### config.mk
export PLATFORM = sky130hd
export DESIGN_NAME = rtc_bus_sequencer
export DESIGN_NICKNAME = d
export VERILOG_FILES = /design/src/rtl/rtc_bus_sequencer.sv
export SDC_FILE = /design/constraint.sdc
export NUM_CORES = 1
export LEC_CHECK = 0
export ABC_AREA = 0
export CELL_PAD_IN_SITES_DETAIL_PLACEMENT = 1
export CELL_PAD_IN_SITES_GLOBAL_PLACEMENT = 2
export CORE_MARGIN = 10
export CORE_UTILIZATION = 25
export DETAILED_ROUTE_END_ITERATION = 8
export DONT_BUFFER_PORTS = 1
export PLACE_DENSITY = 0.67
export SYNTH_ARGS = -nofsm -noshare
export SYNTH_HDL_FRONTEND = slang
export SYNTH_SLANG_ARGS = --single-unit
### constraint.sdc
create_clock -name clk -period 1.9 [get_ports clk]
set_input_delay 0.38 -clock clk [delete_from_list [all_inputs] [get_ports clk]]
set_output_delay 0.38 -clock clk [all_outputs]
set_load 0.01 [all_outputs]
### src/rtl/rtc_bus_sequencer.sv
// rtc_bus_sequencer
// Pin-level sequencer for the multiplexed 8-bit address/data RTC port. Each
// accepted client enable runs one transaction: an address write followed by a
// data read. The client sees a DIR strobe, a DAT strobe and a field-done pulse.
// Optional build macro: RTC_BUS_WRITE_EN adds wr_mode/wr_data so that the data
// phase can drive a byte to the RTC instead of reading one.

module rtc_bus_sequencer #(
    parameter int T_PULSE = 4,
    parameter int T_GAP   = 2,
    parameter int CNT_W   = 4
) (
    input  logic       clk,
    input  logic       reset,
    input  logic       req,
    input  logic [7:0] addr,
`ifdef RTC_BUS_WRITE_EN
    input  logic       wr_mode,
    input  logic [7:0] wr_data,
`endif
    input  logic [7:0] ad_in,
    output logic [7:0] ad_out,
    output logic       ad_oe,
    output logic       cs_n,
    output logic       rd_n,
    output logic       wr_n,
    output logic       ad_sel,
    output logic       dir,
    output logic       dat,
    output logic       field_done,
    output logic [7:0] rd_data,
    output logic       busy
);

    typedef enum logic [3:0] {
        S_IDLE     = 4'd0,
        S_DIR_PH   = 4'd1,
        S_A_SETUP  = 4'd2,
        S_A_STROBE = 4'd3,
        S_A_HOLD   = 4'd4,
        S_GAP      = 4'd5,
        S_D_STROBE = 4'd6,
        S_DAT_PH   = 4'd7,
        S_DONE     = 4'd8,
        S_WAIT_LOW = 4'd9
    } state_t;

    localparam logic [CNT_W-1:0] CNT_ZERO   = {CNT_W{1'b0}};
    localparam logic [CNT_W-1:0] CNT_ONE    = {{(CNT_W-1){1'b0}}, 1'b1};
    localparam logic [CNT_W-1:0] PULSE_LAST = CNT_W'(T_PULSE - 1);
    localparam logic [CNT_W-1:0] GAP_LAST   = CNT_W'((T_GAP > 0) ? (T_GAP - 1) : 0);

    state_t           state_q;
    state_t           state_d;
    logic [CNT_W-1:0] cnt_q;
    logic [CNT_W-1:0] cnt_d;
    logic [7:0]       rd_data_q;
    logic [7:0]       rd_data_d;

    // Registered pin and client outputs, each with its next-state value
    logic cs_n_q,     cs_n_d;
    logic rd_n_q,     rd_n_d;
    logic wr_n_q,     wr_n_d;
    logic ad_sel_q,   ad_sel_d;
    logic ad_oe_q,    ad_oe_d;
    logic addr_drv_q, addr_drv_d;
    logic wdat_drv_q, wdat_drv_d;
    logic dir_q,      dir_d;
    logic dat_q,      dat_d;
    logic done_q,     done_d;
    logic busy_q,     busy_d;

    // Write-phase selection; constant read-only in the default build
    logic       wr_active_s;
    logic [7:0] wr_data_s;

`ifdef RTC_BUS_WRITE_EN
    logic       wr_mode_q;
    logic [7:0] wr_data_q;

    // Capture the write request on the same edge that leaves IDLE
    always_ff @(posedge clk or posedge reset) begin
        if (reset) begin
            wr_mode_q <= 1'b0;
            wr_data_q <= 8'h00;
        end else if ((state_q == S_IDLE) && req) begin
            wr_mode_q <= wr_mode;
            wr_data_q <= wr_data;
        end
    end

    assign wr_active_s = wr_mode_q;
    assign wr_data_s   = wr_data_q;
`else
    assign wr_active_s = 1'b0;
    assign wr_data_s   = 8'h00;
`endif

    // Next-state, phase counter and read-data capture
    always_comb begin
        state_d   = state_q;
        cnt_d     = cnt_q;
        rd_data_d = rd_data_q;
        case (state_q)
            S_IDLE: begin
                cnt_d = CNT_ZERO;
                if (req) begin
                    state_d = S_DIR_PH;
                end else begin
                    state_d = S_IDLE;
                end
            end
            S_DIR_PH: begin
                state_d = S_A_SETUP;
                cnt_d   = CNT_ZERO;
            end
            S_A_SETUP: begin
                state_d = S_A_STROBE;
                cnt_d   = CNT_ZERO;
            end
            S_A_STROBE: begin
                if (cnt_q == PULSE_LAST) begin
                    state_d = S_A_HOLD;
                    cnt_d   = CNT_ZERO;
                end else begin
                    cnt_d = cnt_q + CNT_ONE;
                end
            end
            S_A_HOLD: begin
                cnt_d = CNT_ZERO;
                if (T_GAP == 0) begin
                    state_d = S_D_STROBE;
                end else begin
                    state_d = S_GAP;
                end
            end
            S_GAP: begin
                if (cnt_q == GAP_LAST) begin
                    state_d = S_D_STROBE;
                    cnt_d   = CNT_ZERO;
                end else begin
                    cnt_d = cnt_q + CNT_ONE;
                end
            end
            S_D_STROBE: begin
                if (cnt_q == PULSE_LAST) begin
                    state_d = S_DAT_PH;
                    cnt_d   = CNT_ZERO;
                    // The bus is sampled on the edge that ends the read strobe
                    if (!wr_active_s) begin
                        rd_data_d = ad_in;
                    end else begin
                        rd_data_d = rd_data_q;
                    end
                end else begin
                    cnt_d = cnt_q + CNT_ONE;
                end
            end
            S_DAT_PH: begin
                state_d = S_DONE;
            end
            S_DONE: begin
                state_d = S_WAIT_LOW;
            end
            S_WAIT_LOW: begin
                // A held-high enable must drop before another field may start
                if (!req) begin
                    state_d = S_IDLE;
                end else begin
                    state_d = S_WAIT_LOW;
                end
            end
            default: begin
                state_d = S_IDLE;
                cnt_d   = CNT_ZERO;
            end
        endcase
    end

    // Output values for the state about to be entered, so outputs can be registered
    always_comb begin
        cs_n_d     = 1'b1;
        rd_n_d     = 1'b1;
        wr_n_d     = 1'b1;
        ad_sel_d   = 1'b0;
        ad_oe_d    = 1'b0;
        addr_drv_d = 1'b0;
        wdat_drv_d = 1'b0;
        dir_d      = 1'b0;
        dat_d      = 1'b0;
        done_d     = 1'b0;
        busy_d     = (state_d != S_IDLE);
        case (state_d)
            S_IDLE: begin
                busy_d = 1'b0;
            end
            S_DIR_PH: begin
                dir_d = 1'b1;
            end
            S_A_SETUP: begin
                ad_sel_d   = 1'b1;
                ad_oe_d    = 1'b1;
                addr_drv_d = 1'b1;
            end
            S_A_STROBE: begin
                ad_sel_d   = 1'b1;
                ad_oe_d    = 1'b1;
                addr_drv_d = 1'b1;
                cs_n_d     = 1'b0;
                wr_n_d     = 1'b0;
            end
            S_A_HOLD: begin
                // Address stays on the bus one cycle after the write strobe rises
                ad_sel_d   = 1'b1;
                ad_oe_d    = 1'b1;
                addr_drv_d = 1'b1;
            end
            S_GAP: begin
                ad_oe_d = 1'b0;
            end
            S_D_STROBE: begin
                cs_n_d = 1'b0;
                if (wr_active_s) begin
                    ad_oe_d    = 1'b1;
                    wdat_drv_d = 1'b1;
                    wr_n_d     = 1'b0;
                end else begin
                    // Bus released while the RTC drives it
                    ad_oe_d = 1'b0;
                    rd_n_d  = 1'b0;
                end
            end
            S_DAT_PH: begin
                dat_d = 1'b1;
            end
            S_DONE: begin
                done_d = 1'b1;
            end
            S_WAIT_LOW: begin
                busy_d = 1'b1;
            end
            default: begin
                busy_d = 1'b0;
            end
        endcase
    end

    // Sequencer state, counter and registered outputs; reset forces strobes high at once
    always_ff @(posedge clk or posedge reset) begin
        if (reset) begin
            state_q    <= S_IDLE;
            cnt_q      <= CNT_ZERO;
            rd_data_q  <= 8'h00;
            cs_n_q     <= 1'b1;
            rd_n_q     <= 1'b1;
            wr_n_q     <= 1'b1;
            ad_sel_q   <= 1'b0;
            ad_oe_q    <= 1'b0;
            addr_drv_q <= 1'b0;
            wdat_drv_q <= 1'b0;
            dir_q      <= 1'b0;
            dat_q      <= 1'b0;
            done_q     <= 1'b0;
            busy_q     <= 1'b0;
        end else begin
            state_q    <= state_d;
            cnt_q      <= cnt_d;
            rd_data_q  <= rd_data_d;
            cs_n_q     <= cs_n_d;
            rd_n_q     <= rd_n_d;
            wr_n_q     <= wr_n_d;
            ad_sel_q   <= ad_sel_d;
            ad_oe_q    <= ad_oe_d;
            addr_drv_q <= addr_drv_d;
            wdat_drv_q <= wdat_drv_d;
            dir_q      <= dir_d;
            dat_q      <= dat_d;
            done_q     <= done_d;
            busy_q     <= busy_d;
        end
    end

    // The client's address register is loaded at the end of DIR_PH, so the
    // address byte is steered from the live addr input during the address phase.
    assign ad_out     = addr_drv_q ? addr : (wdat_drv_q ? wr_data_s : 8'h00);
    assign ad_oe      = ad_oe_q;
    assign cs_n       = cs_n_q;
    assign rd_n       = rd_n_q;
    assign wr_n       = wr_n_q;
    assign ad_sel     = ad_sel_q;
    assign dir        = dir_q;
    assign dat        = dat_q;
    assign field_done = done_q;
    assign rd_data    = rd_data_q;
    assign busy       = busy_q;

endmodule

==> impl_metrics.ini <==
[run_status]
status = finished clean

[timing]
layout_setup_ws_ps = 94.56
slew_headroom = 0.6610
maxClockFrequency_mhz = 553.9
period_minus_slack_ps = 1805
setup_violations = 0
post-route-period-util = 0.9502
slew_viol_final = 0
worst-slew-pin-transition_ps = 507.2
rsz0062_at_grt = no
finClkSkew_ps = 6.139
hold_viol_final = 0
fin_setup_tns_ps = 0

[setup_path]
critPathRequiredTime_ps = 2050
worstSetupPathType = flip-flop to flip-flop
r2r_cells = 4
path_cells = ha_1 > or3b_4 > or2_4 > mux2_4
cp-start-kind = flip-flop
crit_buf_inv = 0
path_max_fanout = 12
crit_path_end_kind = flip-flop
crit_family = simple AND/OR/NAND/NOR gates
path_depth = 4
cp_slowest_cell = dfrtp_1
critPathMaxStageDelay_ps = 430
critPathArrivalTime_ps = 1960

[power]
p_int_uw = 1265
seq_power_share = 0.446
p_sw_frac = 0.3590
p_comb_frac = 0.328
clkPwrFrac = 0.226
power.density_nw_per_um2 = 1446
total_power_uw = 1974
ir_worst_vdd_mv = 0.3391
leakagePower_uw = 0.0006160
p_switching_uw = 708.6

[floorplanning]
start_util = 0.2591
die_x_um = 89.96
pin_count = 44
fp-row-count = 25
die_y_um = 89.96
core-area_sq_um = 4723
die_area_sq_um = 8093

[finish]
stdcell_count = 180
n_antenna_cell = 0
syn2layout_area_growth_pct = 11.55
fin_area_sq_um = 1365
fillCellCount = 540
final_layout_size_suffix_gt1_frac = 0.2389
fin_nets = 135

[route]
firstDrtPassIters = 4
num_vias = 841
avgRoutedWirePerCell_um = 16.13
routed_wl_um = 2904
drc_errors = 0
via_per_inst = 4.672
drt_iter0_drc = 36
ant_nets = 0

[clock_tree]
cts-root-buf = clkbuf_8
post_cts_buffers = 0
cts_made_buffers = 3
cts_resized = 0
numClockSinks = 24
cts_hold_buffers = 0
cts_tree = yes
cts_buffer_depth = 2
htree_levels = 1
clk_pin_slew_ps = 90
clk_latency_ps = 270

[place]
gp_congestion = 0.7302
post-place-ws_ps = 113.0
dpl_cell_area_sq_um = 1294
dp_cells = 176
port_buffers = 0
hpwl_um = 2243

[global_routing]
grt_busiest_layer = met2
grt_overflow = 0
grt_pass1_wl_um = 4802
grt_use_total = 0.07036
grtUsageMet3 = 0.02826
grt_pass1_vias = 869
grt_use_met2 = 0.1114
grt_max_degree = 25
grtUsageMet1 = 0.08729
antenna_found_initial = 0

[synth]
netlist_instances = 111
synthSimpleGateAreaFrac = 0.1994
synth_area_sq_um = 1224
synth.distinct_cells = 41
synthArstFlopShare = 1.000
synthXorXnorAreaFrac = 0
syn_avg_cell_area_sq_um = 11.02
synth-compound-area-share = 0.1217
ys.flop_type = dfrtp_1
yosysWarnings = 0
synth_adder_area_share = 0.02965
synth_edf_count = 0
muxShareOfSynthArea = 0.09509
synth_top_family_by_area = simple AND/OR/NAND/NOR gates
ys_ff_latch = 24
synth.yosys.seq_area_share = 0.4939
syn-num-nets = 132

[hold_path]
hp-class = input port to async pin

[job]
maxCapViolCount = 0
==> cell usage in the layout (no fill, tap or decap), drive strengths merged, types with 3 or more instances in the layout <==
cell type and instances:
nand2 8, buf 4, o21ai 6, dfrtp 21, clkbuf 3, and2 8
inv 8, a21oi 4, nor2 6, dfstp 3, mux2 8
==> per-layer routing <==
| layer | up-vias | share of wire |
|---|---|---|
| li1 | 394 | - |
| met1 | 413 | 0.46 |
| met2 | 32 | 0.46 |
| met3 | 2 | 0.070 |
| met4 | 0 | 0.0055 |
| met5 | - | 0 |
==> power by group through the flow <==
| stage | combinational [uW] | sequential (uW) | clock, uW |
|---|---|---|---|
| final | 647 | 881 | 446 |
| after global routing | 741 | 910 | 490 |
| after CTS | 658 | 884 | 457 |
| after detailed placement | 654 | 893 | 0 |
| after global placement | 647 | 888 | 0 |
| after floorplan | 577 | 796 | 0 |
==> per-stage QoR <==
step / hold WS (ps) / utilization
2_1_floorplan: 392.4 / -
3_3_place_gp: 331.8 / 0.2739
3_5_place_dp: 339.1 / 0.2739
4_1_cts: 50.02 / 0.2890
5_1_grt: 69.88 / 0.2890
6_report: 38.29 / 0.2890
==> final cells by class <==
| type | instances | area, sq um | area share |
|---|---|---|---|
| Timing Repair Buffer | 4 | 30.03 | 0.02200 |
| Sequential cell | 24 | 604.3 | 0.4427 |
| Multi-Input combinational cell | 73 | 545.5 | 0.3996 |
| Clock inverter | 1 | 30.03 | 0.02200 |
| Clock buffer | 3 | 41.29 | 0.03025 |
| Inverter | 8 | 30.03 | 0.02200 |
| Tap cell | 67 | 83.83 | 0.06141 |
==> cells in the mapped netlist (2+ instances only) <==
master | count | area, sq um
a21oi_1 | 4 | 20.02
a31oi_1 | 2 | 12.51
and2_1 | 8 | 50.05
and3_1 | 2 | 12.51
buf_2 | 2 | 10.01
buf_6 | 2 | 22.52
dfrtp_1 | 21 | 525.5
dfstp_2 | 3 | 78.83
ha_1 | 2 | 25.02
inv_1 | 7 | 26.28
mux2_4 | 7 | 105.1
nand2_1 | 8 | 30.03
nand4bb_1 | 2 | 22.52
nor2_1 | 6 | 22.52
nor2b_1 | 2 | 12.51
o21ai_0 | 6 | 30.03
o31ai_1 | 2 | 15.01
o32ai_1 | 2 | 17.52
==> state kept, by name (all words and copies together), names as in the netlist <==
register    cells
dir             1
rd_n            1
cs_n            1
wr_n            1
busy            1
dat             1
field_done      1
state_q         4
addr_drv_q      1
cnt_q           4
rd_data         8
==> cell families after synthesis <==
group,after synthesis
buffers and inverters,14
AOI/OAI and AO/OA,22
and+or+nand+nor,40
DFF,24
adders and majority gates,3
muxes,8
==> path summary, 6_finish.rpt <==
| kind | from | to | slack, ps |
|---|---|---|---|
| worst max-delay path | cnt_q[0] | rd_data[5] | 90 |
| worst min-delay path | reset | cnt_q[0] | 40 |
| worst max register to register | cnt_q[0] | rd_data[5] | 90 |
| worst min register to register | cnt_q[1] | cnt_q[1] | 560 |
| max in group asynchronous | reset | cs_n | 1570 |
| min in group clk | ad_in[4] | rd_data[4] | 250 |
Note: power is estimated with default switching activity, not from simulation.
